`src/rtl/sram_burst_controller.sv`:
```
// Async SRAM burst controller: valid/ready request port, registered SRAM strobes,
// per-beat write-data handshake, programmable read/write timing and turnaround gap.
module sram_burst_controller #(
  parameter int DATA_W      = 16,
  parameter int ADDR_W      = 18,
  parameter int LEN_W       = 4,
  parameter int RD_CYCLES   = 2,
  parameter int WR_CYCLES   = 2,
  parameter int TURN_CYCLES = 1
) (
  input  logic                clk,
  input  logic                rst_n,
  input  logic                req_valid,
  output logic                req_ready,
  input  logic                req_we,
  input  logic [ADDR_W-1:0]   req_addr,
  input  logic [LEN_W-1:0]    req_len,
  input  logic                wdata_valid,
  output logic                wdata_ready,
  input  logic [DATA_W-1:0]   wdata,
  input  logic [DATA_W/8-1:0] wbe,
  output logic                rsp_valid,
  output logic [DATA_W-1:0]   rsp_data,
  output logic                done,
  output logic                busy,
  output logic [ADDR_W-1:0]   sram_addr,
  output logic [DATA_W-1:0]   sram_dq_o,
  input  logic [DATA_W-1:0]   sram_dq_i,
  output logic                sram_dq_oe,
  output logic                sram_ce_n,
  output logic                sram_oe_n,
  output logic                sram_we_n,
  output logic [DATA_W/8-1:0] sram_be_n
);
  localparam int BE_W   = DATA_W / 8;
  localparam int MAX_RW = (RD_CYCLES > WR_CYCLES) ? RD_CYCLES : WR_CYCLES;
  localparam int MAXC   = (MAX_RW > TURN_CYCLES) ? MAX_RW : TURN_CYCLES;
  localparam int CNT_W  = (MAXC > 1) ? $clog2(MAXC) : 1;

  typedef enum logic [2:0] {
    IDLE, RD_WAIT, RD_NEXT, WR_FETCH, WR_SETUP, WR_PULSE, WR_HOLD, TURN
  } state_t;

  state_t             state_q, state_d;
  logic [CNT_W-1:0]   cnt_q, cnt_d;
  logic [LEN_W-1:0]   beats_q, beats_d;
  logic [ADDR_W-1:0]  addr_q, addr_d;
  logic [DATA_W-1:0]  dq_o_q, dq_o_d;
  logic [DATA_W-1:0]  rsp_data_q, rsp_data_d;
  logic [BE_W-1:0]    be_n_q, be_n_d;
  logic               dq_oe_q, dq_oe_d;
  logic               ce_n_q, ce_n_d;
  logic               oe_n_q, oe_n_d;
  logic               we_n_q, we_n_d;
  logic               rsp_valid_q, rsp_valid_d;
  logic               done_q, done_d;
  logic               wdata_ready_q, wdata_ready_d;

  always_comb begin
    state_d       = state_q;
    cnt_d         = cnt_q;
    beats_d       = beats_q;
    addr_d        = addr_q;
    dq_o_d        = dq_o_q;
    rsp_data_d    = rsp_data_q;
    be_n_d        = be_n_q;
    dq_oe_d       = dq_oe_q;
    ce_n_d        = ce_n_q;
    oe_n_d        = oe_n_q;
    we_n_d        = we_n_q;
    wdata_ready_d = wdata_ready_q;
    rsp_valid_d   = 1'b0;
    done_d        = 1'b0;
    case (state_q)
      IDLE: begin
        if (req_valid) begin
          beats_d = req_len;
          addr_d  = req_addr;
          ce_n_d  = 1'b0;
          if (req_we) begin
            wdata_ready_d = 1'b1;
            state_d       = WR_FETCH;
          end else begin
            oe_n_d  = 1'b0;
            be_n_d  = '0;
            cnt_d   = CNT_W'(RD_CYCLES - 1);
            state_d = RD_WAIT;
          end
        end
      end
      RD_WAIT: begin
        if (cnt_q == '0) begin
          rsp_data_d  = sram_dq_i;
          rsp_valid_d = 1'b1;
          oe_n_d      = 1'b1;
          state_d     = RD_NEXT;
        end else begin
          cnt_d = cnt_q - CNT_W'(1);
        end
      end
      RD_NEXT: begin
        if (beats_q != '0) begin
          beats_d = beats_q - LEN_W'(1);
          addr_d  = addr_q + ADDR_W'(1);
          oe_n_d  = 1'b0;
          cnt_d   = CNT_W'(RD_CYCLES - 1);
          state_d = RD_WAIT;
        end else begin
          state_d = TURN;
        end
      end
      WR_FETCH: begin
        if (wdata_valid) begin
          dq_o_d        = wdata;
          be_n_d        = ~wbe;
          dq_oe_d       = 1'b1;
          wdata_ready_d = 1'b0;
          state_d       = WR_SETUP;
        end
      end
      WR_SETUP: begin
        we_n_d  = 1'b0;
        cnt_d   = CNT_W'(WR_CYCLES - 1);
        state_d = WR_PULSE;
      end
      WR_PULSE: begin
        if (cnt_q == '0) begin
          we_n_d  = 1'b1;
          state_d = WR_HOLD;
        end else begin
          cnt_d = cnt_q - CNT_W'(1);
        end
      end
      WR_HOLD: begin
        dq_oe_d = 1'b0;
        be_n_d  = '1;
        if (beats_q != '0) begin
          beats_d       = beats_q - LEN_W'(1);
          addr_d        = addr_q + ADDR_W'(1);
          wdata_ready_d = 1'b1;
          state_d       = WR_FETCH;
        end else begin
          state_d = TURN;
        end
      end
      TURN: begin
        if (cnt_q == '0) state_d = IDLE;
        else             cnt_d   = cnt_q - CNT_W'(1);
      end
      default: state_d = IDLE;
    endcase
    // Common entry into the turnaround gap from either burst type.
    if (state_d == TURN && state_q != TURN) begin
      done_d  = 1'b1;
      ce_n_d  = 1'b1;
      oe_n_d  = 1'b1;
      we_n_d  = 1'b1;
      be_n_d  = '1;
      dq_oe_d = 1'b0;
      cnt_d   = CNT_W'(TURN_CYCLES - 1);
    end
  end

  always_ff @(posedge clk or negedge rst_n) begin
    if (!rst_n) begin
      state_q       <= IDLE;
      cnt_q         <= '0;
      beats_q       <= '0;
      addr_q        <= '0;
      dq_o_q        <= '0;
      rsp_data_q    <= '0;
      be_n_q        <= '1;
      dq_oe_q       <= 1'b0;
      ce_n_q        <= 1'b1;
      oe_n_q        <= 1'b1;
      we_n_q        <= 1'b1;
      rsp_valid_q   <= 1'b0;
      done_q        <= 1'b0;
      wdata_ready_q <= 1'b0;
    end else begin
      state_q       <= state_d;
      cnt_q         <= cnt_d;
      beats_q       <= beats_d;
      addr_q        <= addr_d;
      dq_o_q        <= dq_o_d;
      rsp_data_q    <= rsp_data_d;
      be_n_q        <= be_n_d;
      dq_oe_q       <= dq_oe_d;
      ce_n_q        <= ce_n_d;
      oe_n_q        <= oe_n_d;
      we_n_q        <= we_n_d;
      rsp_valid_q   <= rsp_valid_d;
      done_q        <= done_d;
      wdata_ready_q <= wdata_ready_d;
    end
  end

  assign req_ready   = (state_q == IDLE);
  assign busy        = (state_q != IDLE);
  assign wdata_ready = wdata_ready_q;
  assign rsp_valid   = rsp_valid_q;
  assign rsp_data    = rsp_data_q;
  assign done        = done_q;
  assign sram_addr   = addr_q;
  assign sram_dq_o   = dq_o_q;
  assign sram_dq_oe  = dq_oe_q;
  assign sram_ce_n   = ce_n_q;
  assign sram_oe_n   = oe_n_q;
  assign sram_we_n   = we_n_q;
  assign sram_be_n   = be_n_q;
endmodule

```
`config.mk`:
```
export PLATFORM = sky130hd
export DESIGN_NAME = sram_burst_controller
export DESIGN_NICKNAME = d
export VERILOG_FILES = /design/src/rtl/sram_burst_controller.sv
export SDC_FILE = /design/constraint.sdc
export NUM_CORES = 1
export LEC_CHECK = 0
export ABC_AREA = 1
export BUFFER_PORTS_ARGS = -buffer_cell sky130_fd_sc_hd__buf_4
export CAP_MARGIN = 30
export CORE_AREA = 2 2 82 104
export CTS_BUF_LIST = sky130_fd_sc_hd__clkbuf_4 sky130_fd_sc_hd__clkbuf_8
export DETAILED_ROUTE_END_ITERATION = 10
export DIE_AREA = 0 0 84 106
export PLACE_DENSITY = 0.75
export SLEW_MARGIN = 25
export SYNTH_ARGS = -nofsm -noshare
export SYNTH_HDL_FRONTEND = slang
export SYNTH_SLANG_ARGS = --single-unit
```
`constraint.sdc`:
```
create_clock -name clk -period 1.41 [get_ports clk]
set_input_delay 0.3525 -clock clk [delete_from_list [all_inputs] [get_ports clk]]
set_output_delay 0.3525 -clock clk [all_outputs]
set_load 0.05 [all_outputs]
```
==> run_results.csv, run 1 <==
group,metric,value,unit
placed_design,detailedPlace.worstSlack,-99.7,ps
sta,final-hold-violation-count,0,
detailed_routing,route.detailed.vias_per_inst,5.04,
layout,share_of_layout_cells_above_drive_strength_1,42.0,%
placed_design,portBuffers,121,
sta,clock-skew-final,8.06,ps
synth,synth.yosys.seq_area_share,46.4,%
sta,rsz_0062_raised_after_global_routing,"yes",
sta,fmax,0.629,GHz
floorplanning,dieArea,0.00890,mm^2
setup_path,path_cells,"inv_2 -> nand2_4 -> nor2_8 -> buf_6 -> buf_8",
power,sw_share,50.7,%
detailed_routing,num_vias,3814,
layout,final_core_util,70.5,%
setup_path,slowest_delay,400,ps
grt,initial_antenna_violation_count,0,
power,seq_power_share,23.8,%
detailed_routing,drt_pre_antenna_iters,4,
sta,worst_pin_slew,431,ps
clock_tree,clock_path_buffers,2,
layout,finish.instance_area,0.00565,mm^2
detailed_routing,detail-route-antenna-nets,0,
synth,synthMostInstantiatedCell,"sky130_fd_sc_hd__nand2_1",
sta,setup_violations,26,
setup_path,worstSetupPathType,"flop to output port",
setup_path,kind_of_launch_point_of_the_worst_setup_path,"flop",
synth,ys_warnings,0,
synth,synth_top_area_share,42.7,%
layout,syn2layout_area_growth,55.5,%
clock_tree,h-tree-depth,3,
floorplanning,fp.coreArea,0.00801,mm^2
synth,number_of_enable_type_register_cells_in_the_synthesized_netlist,0,
synth,yosys.area.top_type,"sky130_fd_sc_hd__dfrtp_1",
synth,netlist_area,0.00363,mm^2
placed_design,placedInstanceArea,0.00488,mm^2
setup_path,worstPathBufferInverterCount,3,
sta,fin_setup_tns,-1120,ps
power,ir_worst_vdd,1.60,mV
min_path,holdCritPathClass,"primary input to flop",
power,comb_power_share,65.0,%
layout,insertedDiodeCount,0,
sta,fin_worst_hold_slack,191,ps
synth,synth_top_flop_cell,"sky130_fd_sc_hd__dfrtp_1",
sta,finalWorstPathRequiredPeriod,1590,ps
setup_path,critPathCaptureType,"output port",
grt,first_pass_grt_wire_length,16800,um
power,pwr_density_cell,2820,mW/mm^2
detailed_routing,drc,0,
grt,vias_in_the_first_global_route,3773,
floorplanning,row_count,37,
detailed_routing,avgRoutedWirePerCell,14.0,um
layout,finish.net_count,719,
clock_tree,cts_num_sinks,67,
synth,mappedNetlistNets,537,
detailed_routing,routed_wirelength,10600,um
synth,synth-async-reset-ratio,100,%
outcome,run_status,"finished, violations left",
clock_tree,clockRootBuffer,"sky130_fd_sc_hd__clkbuf_8",
grt,grt_remaining_overflow,0,
synth,netlist_top_cells_area,"sky130_fd_sc_hd__dfrtp_1 43%, sky130_fd_sc_hd__nand2_1 21%, sky130_fd_sc_hd__nor2_1 5.8%",
sta,final-max-slew-violation-count,0,
synth,postSynthAreaPerCell,7.67,um^2
setup_path,path_delay_family,"flip-flops",
setup_path,cp.required,1060,ps
synth,synth.ff_latch_count,67,
placed_design,place_hpwl,7110,um
grt,pin_count_of_the_biggest_net_entering_global_routing,34,
synth,top_post_synthesis_cells_by_count,"204 x sky130_fd_sc_hd__nand2_1, 62 x sky130_fd_sc_hd__dfrtp_1, 56 x sky130_fd_sc_hd__nor2_1",
placed_design,gp_congestion,0.890,
layout,nFillCells,655,
sta,final.setup.worst_slack,-180,ps
floorplanning,die-width,84,um
outcome,failed_checks,"negative setup slack",
sta,relative_max_transition_margin,71.1,%
power,total_power,15.9,mW
synth,synth.lib_cells_used.distinct,38,
clock_tree,number_of_buffers_created_by_cts,9,
clock_tree,worst_setup_hold_path_clk_slew,70,ps
setup_path,critical_path_arrival,1240,ps
power,power.switching,8.07,mW
layout,footprint_of_the_multi_input_gates,0.00185,mm^2
detailed_routing,drt_first_iter_violations,131,
sta,post_route_fraction_of_the_period_consumed_by_the_critical_path,113,%
placed_design,placedCellCount,711,
clock_tree,cts_tree,"built",
power,p_leak,2.96,nW
floorplanning,fp.dieH,106,um
synth,netlist_instances,473,
clock_tree,clk_latency,360,ps
floorplanning,start_util,45.3,%
floorplanning,io-pin-count,122,
layout,instances_no_fill,757,
run,maxCapViolations,0,
layout,register_area,0.00170,mm^2
setup_path,worst_path_max_delay_cell,"sky130_fd_sc_hd__dfrtp_1",
power,internal_power,7.84,mW
power,clock_power_share,11.3,%
grt,grt_util_all_layers,23.4,%
setup_path,path_max_fanout,2,
## final cells by class
cell class              instances  share of cell area, %
inverters                      38                   3.46
clock inverters                 5                   1.37
well taps                      97                   2.15
repair inverters                4                  0.665
repair buffers                177                   27.1
flip-flops and latches         67                   30.1
multi-input cells             358                   32.7
clock buffers                  11                   2.46
## path summary, 6_finish.rpt
kind,startpoint,to,slack (ps),cells past startpoint
setup / recovery,state_q[1],req_ready,-180,5
hold / removal,sram_dq_i[7],rsp_data[7],190,3
setup reg to reg,state_q[1],sram_addr[5],-70,11
hold reg to reg,sram_dq_o[10],sram_dq_o[10],480,2
max in group asynchronous,rst_n,sram_oe_n,440,3
min in group asynchronous,rst_n,sram_addr[0],430,2
## cell families (layout without fill, tap and decap cells)
group	after synthesis	count (layout)	synth area share (%)
fa+ha+maj	3	3	1.03
simple gates	310	312	37.2
flops	67	67	46.4
xor+xnor	5	5	1.21
compound gates	38	38	6.76
buf+inv	50	235	7.45
## placed cells by master (no fill, tap or decap), types with 3 or more instances in the layout
cell / n
sky130_fd_sc_hd__nand2_4: 5
sky130_fd_sc_hd__buf_8: 8
sky130_fd_sc_hd__nand2_1: 197
sky130_fd_sc_hd__nand3_1: 21
sky130_fd_sc_hd__clkbuf_8: 9
sky130_fd_sc_hd__nor2_4: 5
sky130_fd_sc_hd__inv_6: 5
sky130_fd_sc_hd__dfrtp_1: 48
sky130_fd_sc_hd__nor2_1: 46
sky130_fd_sc_hd__o21a_1: 3
sky130_fd_sc_hd__nor2_8: 3
sky130_fd_sc_hd__nand2_2: 7
sky130_fd_sc_hd__dfrtp_2: 14
sky130_fd_sc_hd__inv_2: 4
sky130_fd_sc_hd__o21ai_1: 6
sky130_fd_sc_hd__buf_6: 5
sky130_fd_sc_hd__nand2_8: 4
sky130_fd_sc_hd__nand4_1: 7
sky130_fd_sc_hd__o21ai_0: 11
sky130_fd_sc_hd__o21ai_2: 9
sky130_fd_sc_hd__inv_1: 27
sky130_fd_sc_hd__xor2_1: 3
sky130_fd_sc_hd__buf_4: 154
sky130_fd_sc_hd__dfstp_2: 5
sky130_fd_sc_hd__nor2_2: 9
sky130_fd_sc_hd__buf_12: 8
## layer usage
layer / routed length [um] / GRT usage, %
met2: 5600 / 42.9
met1: 4080 / 26.2
met5: 0 / 0
met4: 210 / 8.64
met3: 672 / 5.59
## sequential cells by signal, summed over array words and instances (netlist names), 2 cells and up
register,count
sram_dq_o,16
sram_addr,18
rsp_data,16
state_q,3
sram_be_n,2
beats_q,4
## tightest hold or removal path, stage by stage
cell,delay (ps)
sky130_fd_sc_hd__buf_4,70
sky130_fd_sc_hd__nand2_1,40
sky130_fd_sc_hd__nand2_1,40
## power groups by stage
stage          logic [mW]  clock network, mW  registers (mW)
6_report             10.3               1.79            3.78
5_1_grt              11.1               1.90            3.89
2_1_floorplan        3.50                  0            6.32
4_1_cts              9.76               1.81            3.75
3_3_place_gp         8.59                  0            3.73
3_5_place_dp         8.78                  0            3.75
## repair_timing
item | in CTS | in global routing
gates resized for setup | 32 | 38
pin swaps | 5 | 3
endpoints found under the setup margin | 27 | 70
hold buffers | 1 | 0
setup buffers | 14 | 8
gates cloned | 4 | 3
hold endpoints to repair | 13 | 0
No activity file was read; power rests on OpenSTA's default activity.
==> inputs of run 2 (changes only) <==
CTS_CLUSTER_DIAMETER = 40   (was default)
SKIP_CTS_REPAIR_TIMING = 1   (was default)
==> run 2 against run 1 <==
Against the previous run: the flow still finishes with violations (negative setup slack); total power grew 0.59%; sequential power is essentially flat; clock skew shrank 0.60 ps; largest cell class unchanged; largest power group unchanged.
==> run_results.csv, run 2 (synthesis results as in run 1) <==
group,metric,value,unit
grt,vias_in_the_first_global_route,3602,
outcome,failed_checks,"negative setup slack",
power,p_leak,2.94,nW
sta,fmax,0.617,GHz
sta,clock-skew-final,7.47,ps
layout,finish.net_count,715,
placed_design,detailedPlace.worstSlack,-99.7,ps
layout,instances_no_fill,753,
sta,final-hold-violation-count,0,
clock_tree,clk_latency,350,ps
clock_tree,cts_num_sinks,67,
power,internal_power,7.91,mW
power,ir_worst_vdd,1.52,mV
detailed_routing,num_vias,3725,
min_path,holdCritPathClass,"primary input to flop",
detailed_routing,drt-met1-wl,4110,um
clock_tree,h-tree-depth,3,
min_path,min_delay_path_depth,3,
layout,nFillCells,639,
sta,finalWorstPathRequiredPeriod,1620,ps
setup_path,path_max_fanout,5,
clock_tree,clock_path_buffers,2,
floorplanning,start_util,45.3,%
detailed_routing,dr.max_layer_used,"met4",
detailed_routing,avgRoutedWirePerCell,13.8,um
detailed_routing,routed_wirelength,10400,um
power,comb_power_share,65.2,%
setup_path,worstSetupPathType,"flop to output port",
grt,grt_util_all_layers,21.7,%
placed_design,place_hpwl,7110,um
floorplanning,dieArea,0.00890,mm^2
grt,grt_remaining_overflow,0,
detailed_routing,routed-wl-met3,673,um
power,seq_power_share,23.7,%
outcome,run_status,"finished, violations left",
layout,share_of_layout_cells_above_drive_strength_1,44.5,%
sta,fin_setup_tns,-2110,ps
setup_path,reg2regPathDepth,12,
placed_design,gp_congestion,0.890,
detailed_routing,drt_first_iter_violations,166,
floorplanning,die-width,84,um
floorplanning,io-pin-count,122,
detailed_routing,route.detailed.vias_per_inst,4.95,
power,pwr_density_cell,2820,mW/mm^2
layout,syn2layout_area_growth,56.0,%
sta,rsz_0062_raised_after_global_routing,"yes",
power,sw_share,50.5,%
layout,largest_register_ff_count,18,
floorplanning,row_count,37,
setup_path,critPathCaptureType,"output port",
layout,finish.instance_area,0.00566,mm^2
placed_design,portBuffers,121,
clock_tree,clockRootBuffer,"sky130_fd_sc_hd__clkbuf_8",
grt,initial_antenna_violation_count,0,
sta,post_route_fraction_of_the_period_consumed_by_the_critical_path,115,%
placed_design,placedInstanceArea,0.00488,mm^2
grt,first_pass_grt_wire_length,15700,um
detailed_routing,drt_pre_antenna_iters,4,
floorplanning,fp.dieH,106,um
grt,pin_count_of_the_biggest_net_entering_global_routing,34,
floorplanning,fp.coreArea,0.00801,mm^2
layout,mostFrequentLayoutCell,"sky130_fd_sc_hd__nand2_1",
sta,worst_pin_slew,669,ps
run,maxCapViolations,0,
clock_tree,cts_tree,"built",
detailed_routing,detail-route-antenna-nets,0,
detailed_routing,met2RoutedLength,5360,um
sta,setup_violations,27,
setup_path,kind_of_launch_point_of_the_worst_setup_path,"flop",
setup_path,cp.required,1060,ps
power,power.switching,8.08,mW
layout,most-common-layout-cells,"191 x sky130_fd_sc_hd__nand2_1, 147 x sky130_fd_sc_hd__buf_4, 47 x sky130_fd_sc_hd__dfrtp_1",
power,clock_power_share,11.1,%
detailed_routing,drc,0,
sta,relative_max_transition_margin,54.9,%
clock_tree,worst_setup_hold_path_clk_slew,70,ps
sta,final-max-slew-violation-count,0,
clock_tree,number_of_buffers_created_by_cts,9,
sta,final.setup.worst_slack,-210,ps
placed_design,placedCellCount,711,
layout,insertedDiodeCount,0,
sta,fin_worst_hold_slack,199,ps
setup_path,critical_path_arrival,1270,ps
## run 2: cell count changes in the layout (fill, tap and decap cells not counted), sizes merged
| cell | change |
|---|---|
| buf | +2 |
| clkbuf | -1 |
| inv | -4 |
| nand2 | -1 |
## run 2: per-stage QoR
| stage | power (mW) | util (%) |
|---|---|---|
| after CTS | 14.3 | 63.6 |
| after global placement | 12.3 | 60.9 |
| final | 16.0 | 70.7 |
| after detailed placement | 12.5 | 60.9 |
| after floorplan | 9.82 | - |
| after global routing | 17.0 | 70.7 |
## run 2: path summary, 6_finish.rpt
path / startpoint / to / slack (ps)
setup / recovery: state_q[1] / busy / -210
min in group asynchronous: rst_n / sram_addr[17] / 420
setup reg to reg: state_q[0] / sram_addr[13] / -160
max in group asynchronous: rst_n / sram_we_n / 440
hold / removal: sram_dq_i[7] / rsp_data[7] / 200
hold reg to reg: sram_dq_o[3] / sram_dq_o[3] / 480
## run 2: worst max-delay path, stage by stage, from the launching register on
cell and delay, ps:
sky130_fd_sc_hd__dfrtp_1 400, sky130_fd_sc_hd__inv_2 90, sky130_fd_sc_hd__buf_4 150, sky130_fd_sc_hd__nand3_2 90, sky130_fd_sc_hd__buf_4 200
## run 2: layout make-up
class / count / area, um^2 / area share, %
Clock buffer: 11 / 139 / 2.45
Clock inverter: 5 / 77.6 / 1.37
Inverter: 38 / 180 / 3.18
Multi-Input combinational cell: 357 / 1910 / 33.8
Sequential cell: 67 / 1700 / 30.0
Tap cell: 97 / 121 / 2.14
Timing Repair Buffer: 178 / 1530 / 27.0
## run 2: power groups by stage
stage          Clock [mW]  Combinational [mW]  Sequential, mW
2_1_floorplan           0                3.50            6.32
3_3_place_gp            0                8.59            3.73
3_5_place_dp            0                8.78            3.75
4_1_cts              1.81                8.80            3.74
5_1_grt              1.90                11.2            3.89
6_report             1.78                10.4            3.79
## run 2: metal layers
metal  up-vias  global-route usage [%]
met3        24                    6.13
met1      1746                    24.2
met5         -                       0
li1       1835                       -
met4         0                    8.29
met2       120                    38.8
==> inputs of run 3 (changes only) <==
CORE_AREA = 2 2 76 96   (was 2 2 82 104)
DIE_AREA = 0 0 78 98   (was 0 0 84 106)
PLACE_DENSITY = 0.83   (was 0.75)
SETUP_SLACK_MARGIN = 0.4   (was default)
clock period = 2 ns   (was 1.41 ns; I/O delays follow)
==> run 3 against run 2 <==
Against the previous run: the run now ends clean; cell count down 2.9%; via count up 5.2%; worst hold slack worse by 130 ps; setup slack better by 440 ps; wire length up 9.9%; total power down 30%; clock skew up 1.2 ps; combinational power down 31%; non-clock buffer count down 18; sequential share of layout area up 0.92 points; largest cell class unchanged.
==> run_results.csv, run 3 (synthesis results as in run 1) <==
group,metric,value,unit
floorplanning,fp.dieH,98,um
clock_tree,cts_num_sinks,67,
floorplanning,die-width,78,um
sta,worst_pin_slew,478,ps
layout,most-common-layout-cells,"200 x sky130_fd_sc_hd__nand2_1, 140 x sky130_fd_sc_hd__buf_4, 56 x sky130_fd_sc_hd__dfrtp_1",
power,ir_worst_vdd,1.29,mV
grt,initial_antenna_violation_count,0,
floorplanning,start_util,53.3,%
grt,grt_remaining_overflow,0,
placed_design,portBuffers,121,
sta,fmax,0.565,GHz
detailed_routing,drc,0,
layout,insertedDiodeCount,0,
sta,fin_setup_tns,0,ps
clock_tree,clk_latency,350,ps
layout,instances_no_fill,731,
grt,vias_in_the_first_global_route,3484,
sta,final-max-slew-violation-count,0,
placed_design,gp_congestion,1.03,
power,total_power,11.2,mW
outcome,run_status,"finished clean",
setup_path,reg2reg_slack,280,ps
grt,first_pass_grt_wire_length,15000,um
sta,clock-skew-final,8.64,ps
clock_tree,worst_setup_hold_path_clk_slew,80,ps
layout,mostFrequentLayoutCell,"sky130_fd_sc_hd__nand2_1",
setup_path,cp.required,1500,ps
detailed_routing,drt_first_iter_violations,237,
run,maxCapViolations,0,
placed_design,place_hpwl,6650,um
layout,finish.net_count,700,
sta,post_route_fraction_of_the_period_consumed_by_the_critical_path,88.5,%
power,pwr_density_cell,2050,mW/mm^2
detailed_routing,route.detailed.vias_per_inst,5.36,
setup_path,reg2regPathDepth,9,
clock_tree,clockRootBuffer,"sky130_fd_sc_hd__clkbuf_8",
detailed_routing,detail-route-antenna-nets,0,
detailed_routing,num_vias,3917,
sta,relative_max_transition_margin,67.8,%
floorplanning,io-pin-count,122,
floorplanning,dieArea,0.00764,mm^2
sta,finalWorstPathRequiredPeriod,1770,ps
floorplanning,row_count,34,
clock_tree,number_of_buffers_created_by_cts,9,
layout,share_of_layout_cells_above_drive_strength_1,40.9,%
detailed_routing,routed_wirelength,11400,um
grt,grt_util_all_layers,24.3,%
setup_path,worstSetupPathType,"flop to output port",
setup_path,critPathCaptureType,"output port",
grt,pin_count_of_the_biggest_net_entering_global_routing,30,
layout,nFillCells,437,
clock_tree,cts_tree,"built",
power,p_leak,2.87,nW
layout,largest_register_ff_count,18,
sta,fin_worst_hold_slack,69.3,ps
clock_tree,h-tree-depth,3,
sta,final-hold-violation-count,0,
detailed_routing,drt_pre_antenna_iters,7,
setup_path,critical_path_arrival,1270,ps
sta,rsz_0062_raised_after_global_routing,"yes",
floorplanning,fp.coreArea,0.00681,mm^2
sta,setup_violations,0,
setup_path,path_max_fanout,6,
detailed_routing,avgRoutedWirePerCell,15.6,um
placed_design,placedCellCount,675,
setup_path,kind_of_launch_point_of_the_worst_setup_path,"flop",
min_path,holdCritPathClass,"primary input to async pin",
layout,syn2layout_area_growth,50.4,%
clock_tree,clock_path_buffers,2,
## run 3: changes by cell type in the layout (fill, tap and decap cells not counted), moves of 3 or more
cell                      before  now
sky130_fd_sc_hd__dfrtp_1      47   56
sky130_fd_sc_hd__dfrtp_2      15    6
sky130_fd_sc_hd__nand2_1     191  200
sky130_fd_sc_hd__nand2_2      12    4
sky130_fd_sc_hd__buf_4       147  140
sky130_fd_sc_hd__buf_6        17   13
sky130_fd_sc_hd__buf_8         7    3
sky130_fd_sc_hd__nor2_1       37   33
sky130_fd_sc_hd__nor2_4        8   12
sky130_fd_sc_hd__inv_1        24   27
sky130_fd_sc_hd__inv_2         7    4
sky130_fd_sc_hd__nand3_2       2    5
## run 3: worst paths after layout
kind	from	end
max	state_q[2]	busy
min	rst_n	sram_addr[5]
max reg2reg	state_q[0]	beats_q[3]
min reg2reg	sram_ce_n	sram_ce_n
max in group asynchronous	rst_n	sram_be_n[0]
min in group clk	sram_dq_i[15]	rsp_data[15]
## run 3: metrics by stage
| step | worst slack [ps] | area (um^2) | util (%) |
|---|---|---|---|
| 2_1_floorplan | 420 | 3640 | - |
| 3_3_place_gp | 319 | 4580 | 67.3 |
| 3_5_place_dp | 284 | 4580 | 67.3 |
| 4_1_cts | 14.0 | 4810 | 70.6 |
| 5_1_grt | 180 | 5460 | 80.2 |
| 6_report | 230 | 5460 | 80.2 |
## run 3: power breakdown
group	leakage, nW	switching, mW	internal, mW
clock	0.117	0.551	0.738
combinational	1.94	4.68	2.51
sequential	0.810	0.654	2.05
total	2.87	5.89	5.29
## run 3: per-layer routing
metal  share of wire, %  up-vias  track usage [%]
met5                  0        -                0
met4                3.4        0             11.1
met3                7.7       42             4.81
met2                 52      239             43.0
met1                 37     1823             28.3
li1                   -     1813                -
## run 3: final cells by class
type	count	area, um^2	share of cell area, %
Multi-Input combinational cell	359	1910	35.0
Inverter	38	188	3.44
Tap cell	90	113	2.06
Timing Repair inverter	1	8.76	0.160
Sequential cell	67	1690	31.0
Clock buffer	10	138	2.52
Timing Repair Buffer	160	1320	24.2
Clock inverter	6	87.6	1.60
## run 3: critical path: stages (launching register included)
cell and delay, ps:
sky130_fd_sc_hd__dfrtp_2 440, sky130_fd_sc_hd__inv_2 140, sky130_fd_sc_hd__nand3_2 130, sky130_fd_sc_hd__buf_4 210
